### src/rtl/ps2_keylog_funcmod.sv
// Key-code logger between the PS/2 decoder and the 6-digit seven-segment driver.
// Keeps a 3-deep history, filters typematic repeats inside a timing window, counts keys and flags overruns.
module ps2_keylog_funcmod #(
    parameter int unsigned WIN_CYC = 7_500_000
) (
    input  logic        CLOCK,
    input  logic        RESET,
    input  logic        iTrig,
    input  logic [7:0]  iData,
    input  logic [5:0]  iTag,
    input  logic        iClear,
    output logic [23:0] oDisp,
    output logic [5:0]  oTag,
    output logic [7:0]  oCount,
    output logic        oTrig,
    output logic        oRepeat,
    output logic        oOvf
);

    typedef enum logic [1:0] {
        IDLE = 2'd0,
        CMP  = 2'd1,
        PUSH = 2'd2,
        DROP = 2'd3
    } state_t;

    localparam logic [23:0] WIN_RELOAD = 24'(WIN_CYC - 1);

    state_t      state;
    logic [7:0]  cap_code;
    logic [5:0]  cap_tag;
    logic [23:0] win;
    logic        is_repeat;

    // A repeat needs a live window, identical code and tag, and at least one prior key.
    always_comb begin
        is_repeat = 1'b0;
        if ((win != '0) && (cap_code == oDisp[7:0]) && (cap_tag == oTag) && (oCount != '0))
            is_repeat = 1'b1;
    end

    always_ff @(posedge CLOCK) begin
        if (!RESET) begin
            state    <= IDLE;
            cap_code <= '0;
            cap_tag  <= '0;
            win      <= '0;
            oDisp    <= '0;
            oTag     <= '0;
            oCount   <= '0;
            oTrig    <= 1'b0;
            oRepeat  <= 1'b0;
            oOvf     <= 1'b0;
        end else if (iClear) begin
            state    <= IDLE;
            win      <= '0;
            oDisp    <= '0;
            oTag     <= '0;
            oCount   <= '0;
            oTrig    <= 1'b0;
            oRepeat  <= 1'b0;
            oOvf     <= 1'b0;
        end else begin
            oTrig <= 1'b0;

            // Expiry clears the repeat flag; a reload below overrides both.
            if (win != '0) begin
                win <= win - 24'd1;
                if (win == 24'd1)
                    oRepeat <= 1'b0;
            end

            if (iTrig && (state != IDLE))
                oOvf <= 1'b1;

            case (state)
                IDLE: begin
                    if (iTrig) begin
                        cap_code <= iData;
                        cap_tag  <= iTag;
                        state    <= CMP;
                    end
                end
                CMP: begin
                    if (cap_code == '0)
                        state <= IDLE;
                    else if (is_repeat)
                        state <= DROP;
                    else
                        state <= PUSH;
                end
                PUSH: begin
                    oDisp   <= {oDisp[15:0], cap_code};
                    oTag    <= cap_tag;
                    oCount  <= oCount + 8'd1;
                    oRepeat <= 1'b0;
                    oTrig   <= 1'b1;
                    win     <= WIN_RELOAD;
                    state   <= IDLE;
                end
                DROP: begin
                    oRepeat <= 1'b1;
                    win     <= WIN_RELOAD;
                    state   <= IDLE;
                end
                default: state <= IDLE;
            endcase
        end
    end

endmodule

### config.mk
export PLATFORM = sky130hd
export DESIGN_NAME = ps2_keylog_funcmod
export DESIGN_NICKNAME = d
export VERILOG_FILES = /design/src/rtl/ps2_keylog_funcmod.sv
export SDC_FILE = /design/constraint.sdc
export NUM_CORES = 1
export LEC_CHECK = 0
export ABC_AREA = 1
export CAP_MARGIN = 20
export CORE_MARGIN = 2
export CORE_UTILIZATION = 56
export CTS_BUF_LIST = sky130_fd_sc_hd__clkbuf_2
export DETAILED_ROUTE_END_ITERATION = 10
export MAX_ROUTING_LAYER = met4
export PLACE_DENSITY = 0.83
export SYNTH_ARGS = -nofsm -noshare
export SYNTH_HDL_FRONTEND = slang
export SYNTH_SLANG_ARGS = --single-unit
### constraint.sdc
create_clock -name CLOCK -period 1.8 [get_ports CLOCK]
set_input_delay 0.45 -clock CLOCK [delete_from_list [all_inputs] [get_ports CLOCK]]
set_output_delay 0.45 -clock CLOCK [all_outputs]
set_load 0.1 [all_outputs]
==> metrics.md, run 1 <==
| Metric | Value |
|---|---|
| CTS Buffer Depth | 2 |
| Reg2reg path depth | 7 |
| Worst slew margin | 0.737 |
| Clk root buf | clkbuf_2 |
| Worst slew pin tran | 0.393 ns |
| Pin count of the biggest net entering global routing | 21 |
| Vias | 3607 |
| Crit-path leading delay family | flip-flops |
| Hold WC Path Type | input port to flop |
| Post-Synth Simple-Gate Area | 0.284 |
| RSZ-0062 raised after global routing | no |
| Sequential-to-total area share from yosys stat | 0.426 |
| Final period util | 0.965 |
| Unique masters post-synth | 32 |
| Final setup viols | 0 |
| Worst-path maximum fanout | 3 |
| Fin crit period | 1.74 ns |
| Slowest CP cell | dfxtp_1 |
| Final Skew | 0.0207 ns |
| Via density | 5.42 |
| Layout cells sized above 1 | 0.212 |
| Max stage delay on crit path | 0.54 ns |
| Vias in the first global route | 3723 |
| TritonCTS Buffers | 9 |
| P_leak | 2.10 nW |
| Xor/xnor share of the synthesized area | 0.0322 |
| Diode count | 0 |
| DIE AREA | 7470 µm² |
| Largest family of logic cells by synthesized area | simple AND/OR/NAND/NOR gates |
| Routability Congestion | 0.901 |
| TritonRoute pass-1 iters | 5 |
| Synth async-reset ratio | 0 |
| Pwr dens | 1250 nW/µm² |
| Die height | 86.4 µm |
| Die width | 86.4 µm |
| Reg2reg start | win[0] |
| Hold-critical path depth | 3 |
| Top post-synthesis cells by count | 95 x nand2_1, 81 x dfxtp_1, 77 x nor2_1, 58 x inv_1, 39 x nand3_1 |
| Crit path depth | 1 |
| Maximum clock rate | 0.576 GHz |
| CTS tree | yes |
| Synth area leader | dfxtp_1 |
| Hold_buf cts | 0 |
| TNS Setup | 0 ns |
| Area of the core | 6680 µm² |
| I/O pins | 59 |
| Fin. Hold Viols | 0 |
| Synth top area cells | dfxtp_1 43%, nand2_1 9.4%, nor2_1 7.6% |
| Detailed Route Iter0 Violations | 119 |
| PortBufs | 58 |
| All-layer global routing usage | 0.286 |
| Htree depth | 3 |
| Dpl hpwl | 7360 µm |
| Yosys top cell area share | 0.426 |
| Critical path endpoint category | output pin |
| Post-CTS setup buffer count | 0 |
| RR Endpoint | win[4] |
| Hold worst-path end | cap_code[6] |
| Most frequent cell after synthesis | nand2_1 |
| Worst reg2reg setup slack | 0.16 ns |
| Max Cap Viol | 0 |
| Final hold slack | 0.491 ns |
| Peak VDD IR | 0.645 mV |
| Min-delay src | iData[6] |
| Sink Count | 81 |
| First-pass GRT wire length | 16400 µm |
| Mux cell area share after synthesis | 0 |
| Crit Path Class | flop to output pin |
| Initial antenna violation count | 0 |
| Synth warn | 0 |
| Initial cell density of the core | 0.569 |
| Seq cells post-synth | 81 |
| Nets | 604 |
| Buf/Inv on CP | 1 |
| WL/cell | 14.5 µm |
| Post_cts resized | 0 |
| Synthesized area | 3800 µm² |
| Compound-Gate Fraction of Synth Area | 0.156 |
| Max-slew violations | 0 |
| Crit-path cells | buf_12 |
| Residual DRC | 0 |
| Post-DRT Antenna Nets | 0 |
| Layout area overhead | 34.1% |
| Skew-Pair Late Insertion Delay | 0.53 ns |
| Routed WL | 9670 µm |
| Startpoint type of the worst setup path | flop |
| Mapped Nets | 532 |
| Mapped Cells | 509 |
| Outcome | complete, no violations |
| Synth Area in Adders | 0.0164 |
| Number of synthesized flops with an enable pin | 0 |
| GRT overflow | 0 |
| Avg Cell Area, Syn | 7.47 µm² |
| Required time of the critical path | 1.35 ns |
| Critical Path AT | 1.29 ns |
| Clk slew on worst S/H paths | 0.23 ns |
| Row Count | 30 |
| Ys flop type | dfxtp_1 |
## cell usage in the layout, fill, tap and decap left out, types with 3 or more instances in the layout
cell and n:
a21o_1 3, a21oi_1 32, buf_12 44, buf_4 13
clkbuf_2 9, clkdlybuf4s50_1 17, dfxtp_1 77, dfxtp_2 4
ha_1 5, inv_1 58, inv_2 6, nand2_1 95
nand3_1 39, nand4_1 6, nor2_1 77, nor2_2 9
nor3_1 3, o21ai_0 16, o21ai_1 16, o22ai_2 18
or2_2 4, xnor2_1 9, xor2_1 5
## registers in the layout, indices dropped and copies added (netlist names)
name / flops
oTrig: 1
oCount: 8
oDisp: 24
oTag: 6
cap_code: 8
state: 2
oOvf: 1
oRepeat: 1
win: 24
cap_tag: 6
## cells by family (layout without fill, tap and decap cells)
family                   count (synthesis)  count (layout)
flip-flops                              81              81
AO/OA/AOI/OAI                           88              88
XOR/XNOR                                14              14
AND/OR/NAND/NOR                        243             243
buffers and inverters                   78             155
adder cells (fa/ha/maj)                  5               5
## power breakdown
| part | leakage, nW | total [mW] | switching (mW) | internal (mW) |
|---|---|---|---|---|
| clock network | 0.0689 | 0.988 | 0.659 | 0.329 |
| registers | 0.660 | 2.20 | 0.207 | 1.99 |
| logic | 1.37 | 3.20 | 1.98 | 1.22 |
| total | 2.10 | 6.39 | 2.85 | 3.54 |
## metal layers
metal | vias up | GRT usage | wire (µm)
li1 | 1784 | - | -
met1 | 1700 | 0.327 | 4010
met2 | 97 | 0.484 | 5030
met3 | 26 | 0.0562 | 372
met4 | 0 | 0.129 | 250
met5 | - | - | 0
## final cells by class
type | count | area, µm²
multi-input combinational | 350 | 1860
sequential | 81 | 1630
fill | 477 | 1580
timing repair buffer | 74 | 1150
inverter | 65 | 246
tap | 80 | 100
clock inverter | 7 | 76.3
clock buffer | 9 | 45.0
## worst max-delay path by stage
| stage | start | to | slack, ns |
|---|---|---|---|
| final | oDisp[0] | oDisp[0] | 0.06 |
| after detailed placement | iClear | oDisp[19] | 0.03 |
| after global routing | oCount[3] | oCount[3] | 0.004 |
| after CTS | oCount[5] | oCount[5] | 0.05 |
| after global placement | iClear | oDisp[14] | 0.08 |
| after floorplan | oDisp[6] | state[0] | 0.0008 |
## tightest hold or removal path, cell delays in order
cell and delay [ns]:
clkdlybuf4s50_1 0.39, o21ai_1 0.13, a21oi_1 0.05
## per-stage QoR
step	std cells	power [mW]	utilization	setup WS, ns	cell area (µm²)
3_3_place_gp	650	5.25	0.745	0.0823	4980
2_1_floorplan	509	4.71	-	0.000812	3810
3_5_place_dp	650	5.39	0.745	0.0339	4980
4_1_cts	666	6.37	0.763	0.0535	5100
5_1_grt	666	6.94	0.764	0.00379	5100
6_report	666	6.39	0.764	0.0633	5100
Note: power is estimated with default switching activity, not from simulation.
==> inputs of run 2 (changes only) <==
--- a/config.mk
+++ b/config.mk
@@ -10,6 +10,7 @@
 export CORE_MARGIN = 2
 export CORE_UTILIZATION = 56
 export CTS_BUF_LIST = sky130_fd_sc_hd__clkbuf_2
+export CTS_CLUSTER_DIAMETER = 200
 export DETAILED_ROUTE_END_ITERATION = 10
 export MAX_ROUTING_LAYER = met4
 export PLACE_DENSITY = 0.83
==> results of run 2 <==
Final layout, timing and power as in run 1 (identical DEF).
==> RTL edit, RTL diff (flow settings as in run 2) <==
Put one more register stage on the output `oCount`, with the module's reset. The value now appears one clock later. The other outputs are not delayed to match.
--- a/src/rtl/ps2_keylog_funcmod.sv
+++ b/src/rtl/ps2_keylog_funcmod.sv
@@ -28,2 +28,4 @@
 
+    logic [7:0] oCount_s0;
+
     state_t      state;
@@ -37,3 +39,3 @@
         is_repeat = 1'b0;
-        if ((win != '0) && (cap_code == oDisp[7:0]) && (cap_tag == oTag) && (oCount != '0))
+        if ((win != '0) && (cap_code == oDisp[7:0]) && (cap_tag == oTag) && (oCount_s0 != '0))
             is_repeat = 1'b1;
@@ -49,3 +51,3 @@
             oTag     <= '0;
-            oCount   <= '0;
+            oCount_s0 <= '0;
             oTrig    <= 1'b0;
@@ -58,3 +60,3 @@
             oTag     <= '0;
-            oCount   <= '0;
+            oCount_s0 <= '0;
             oTrig    <= 1'b0;
@@ -94,3 +96,3 @@
                     oTag    <= cap_tag;
-                    oCount  <= oCount + 8'd1;
+                    oCount_s0 <= oCount_s0 + 8'd1;
                     oRepeat <= 1'b0;
@@ -110,2 +112,10 @@
 
+    always_ff @(posedge CLOCK) begin
+        if (!RESET) begin
+            oCount <= '0;
+        end else begin
+            oCount <= oCount_s0;
+        end
+    end
+
 endmodule
Formal check against the unedited RTL: not equivalent (a bounded check fails within 4 cycles, from zero or initial values and one cycle with RESET low).
==> RTL edit against run 2 <==
  * Core utilization shrank 0.66 points
  * Clock skew grew 7.7 ps
  * Sequential cell count grew 8
  * Synthesized area grew 2.0%
  * Design area grew 0.25%
  * Wire length grew 2.3%
  * Critical path depth is the same
  * Total power grew 24%
  * Setup slack gained 15 ps
  * Critical endpoint is now oTag[2]
  * Largest cell class is now registers
  * Largest power group unchanged
==> RTL edit: results (changes against run 2) <==
.. list-table::
   :header-rows: 1

   * - Metric
     - Value
   * - Outcome
     - completed
   * - Delay of the slowest critical-path stage
     - 520 ps (-20 ps)
   * - Pre-CTS WS
     - -124.1 ps (-158.0 ps)
   * - Synthesized instance count
     - 534 (+4.9%)
   * - Data arrival, critical path
     - 1270 ps (-20 ps)
   * - Final net count
     - 627 (+3.8%)
   * - Sequential-to-total area share from yosys stat
     - 45.94% (+3.3 points)
   * - Unique masters post-synth
     - 30 (-6.3%)
   * - Total cell area at the placement stage
     - 5020 um2 (+0.80%)
   * - Placed cell count
     - 673 (+3.5%)
   * - Average detailed-routed wire length per instance
     - 14.35 um (-1.1%)
   * - Worst IR drop on VDD
     - 0.8572 mV (+33%)
   * - Count of clock tree sinks
     - 89 (+9.9%)
   * - Worst slew margin relative to its limit
     - 73.27% (-0.41 points)
   * - Launching element of the worst setup path
     - oTag[2]$_SDFFE_PP0P_
   * - Fraction of final layout cells sized beyond drive strength 1
     - 16.75% (-4.4 points)
   * - Leading post-synthesis cells by cell area
     - dfxtp_1, nand2_1, nor2_1
   * - Via density
     - 5.466 (+0.92%)
   * - Depth of the worst register-to-register path
     - 8 (+1)
   * - Pin count of the biggest net entering global routing
     - 29 (+38%)
   * - Largest clock skew in the final design
     - 28.39 ps (+7.679 ps)
   * - Classification of the worst-slack hold path
     - flip-flop to flip-flop
   * - Clock slew at the register clock pins of the worst setup and hold paths
     - 250 ps (+20 ps)
   * - Cell depth of the worst hold path
     - 2 (-1)
   * - Via count
     - 3,766 (+4.4%)
   * - Total routing usage reported by global routing
     - 28.70% (+0.10 points)
   * - First-pass GRT wire length
     - 16.67 mm (+1.6%)
   * - Number of design-rule violations left by the first detailed-router iteration
     - 219 (+84%)
## RTL edit: cell types whose count changed after synthesis, sizes merged, moves of 3 or more
cell and delta:
a21oi +3, dfxtp +8, inv +6, nand2 +16, nor2 -6, o21ai -3
xor2 -3
## RTL edit: worst register-to-register path, cell delays in order (launching register included)
cell	delay, ps
dfxtp_1	390
inv_1	160
ha_1	310
nand2_1	100
nor2_1	180
nand2_1	120
xnor2_1	170
nand2_1	80
nor2_1	80
## RTL edit: metrics by stage
step                hold WS (ps)  util (%)  TNS, ps
floorplan                  407.1         -        0
global placement           423.3     74.30        0
detailed placement         417.4     74.30   -989.6
CTS                        443.5     75.70        0
global route               468.8     75.70        0
finish                     443.0     75.70        0
## RTL edit: layout make-up
type / instances / area (um2) / area share [%]
clock inverters: 5 / 40.04 / 0.7828
inverters: 71 / 266.5 / 5.210
clock buffers: 11 / 55.05 / 1.076
multi-input cells: 359 / 1748 / 34.17
repair buffers: 74 / 1124 / 21.97
flip-flops and latches: 89 / 1782 / 34.83
well taps: 80 / 100.1 / 1.957
## RTL edit: report_power, final
| group | leakage (nW) | total [mW] | switching [mW] | internal [mW] |
|---|---|---|---|---|
| combinational | 1.40 | 4.47 | 2.77 | 1.69 |
| clock | 0.0552 | 0.910 | 0.708 | 0.202 |
| sequential | 0.722 | 2.52 | 0.258 | 2.26 |
## RTL edit: routing by layer
layer | track usage, % | wire [um] | vias up
li1 | - | - | 1851
met5 | - | 0 | -
met2 | 48.02 | 4907 | 127
met4 | 10.91 | 223 | 0
met3 | 3.981 | 487 | 29
met1 | 35.24 | 4269 | 1759
## RTL edit: worst paths after layout
check | endpoint
setup / recovery | oTag[2]
hold / removal | oCount[7]$_SDFF_PN0_
setup reg to reg | win[16]$_SDFFE_PP0P_
hold reg to reg | oCount[7]$_SDFF_PN0_
## RTL edit: cells by family after synthesis
group	share of synthesized area (%)
compound gates	12.35
simple gates	28.84
flops	45.94
xor+xnor	2.258
buf+inv	9.000
fa+ha+maj	1.613
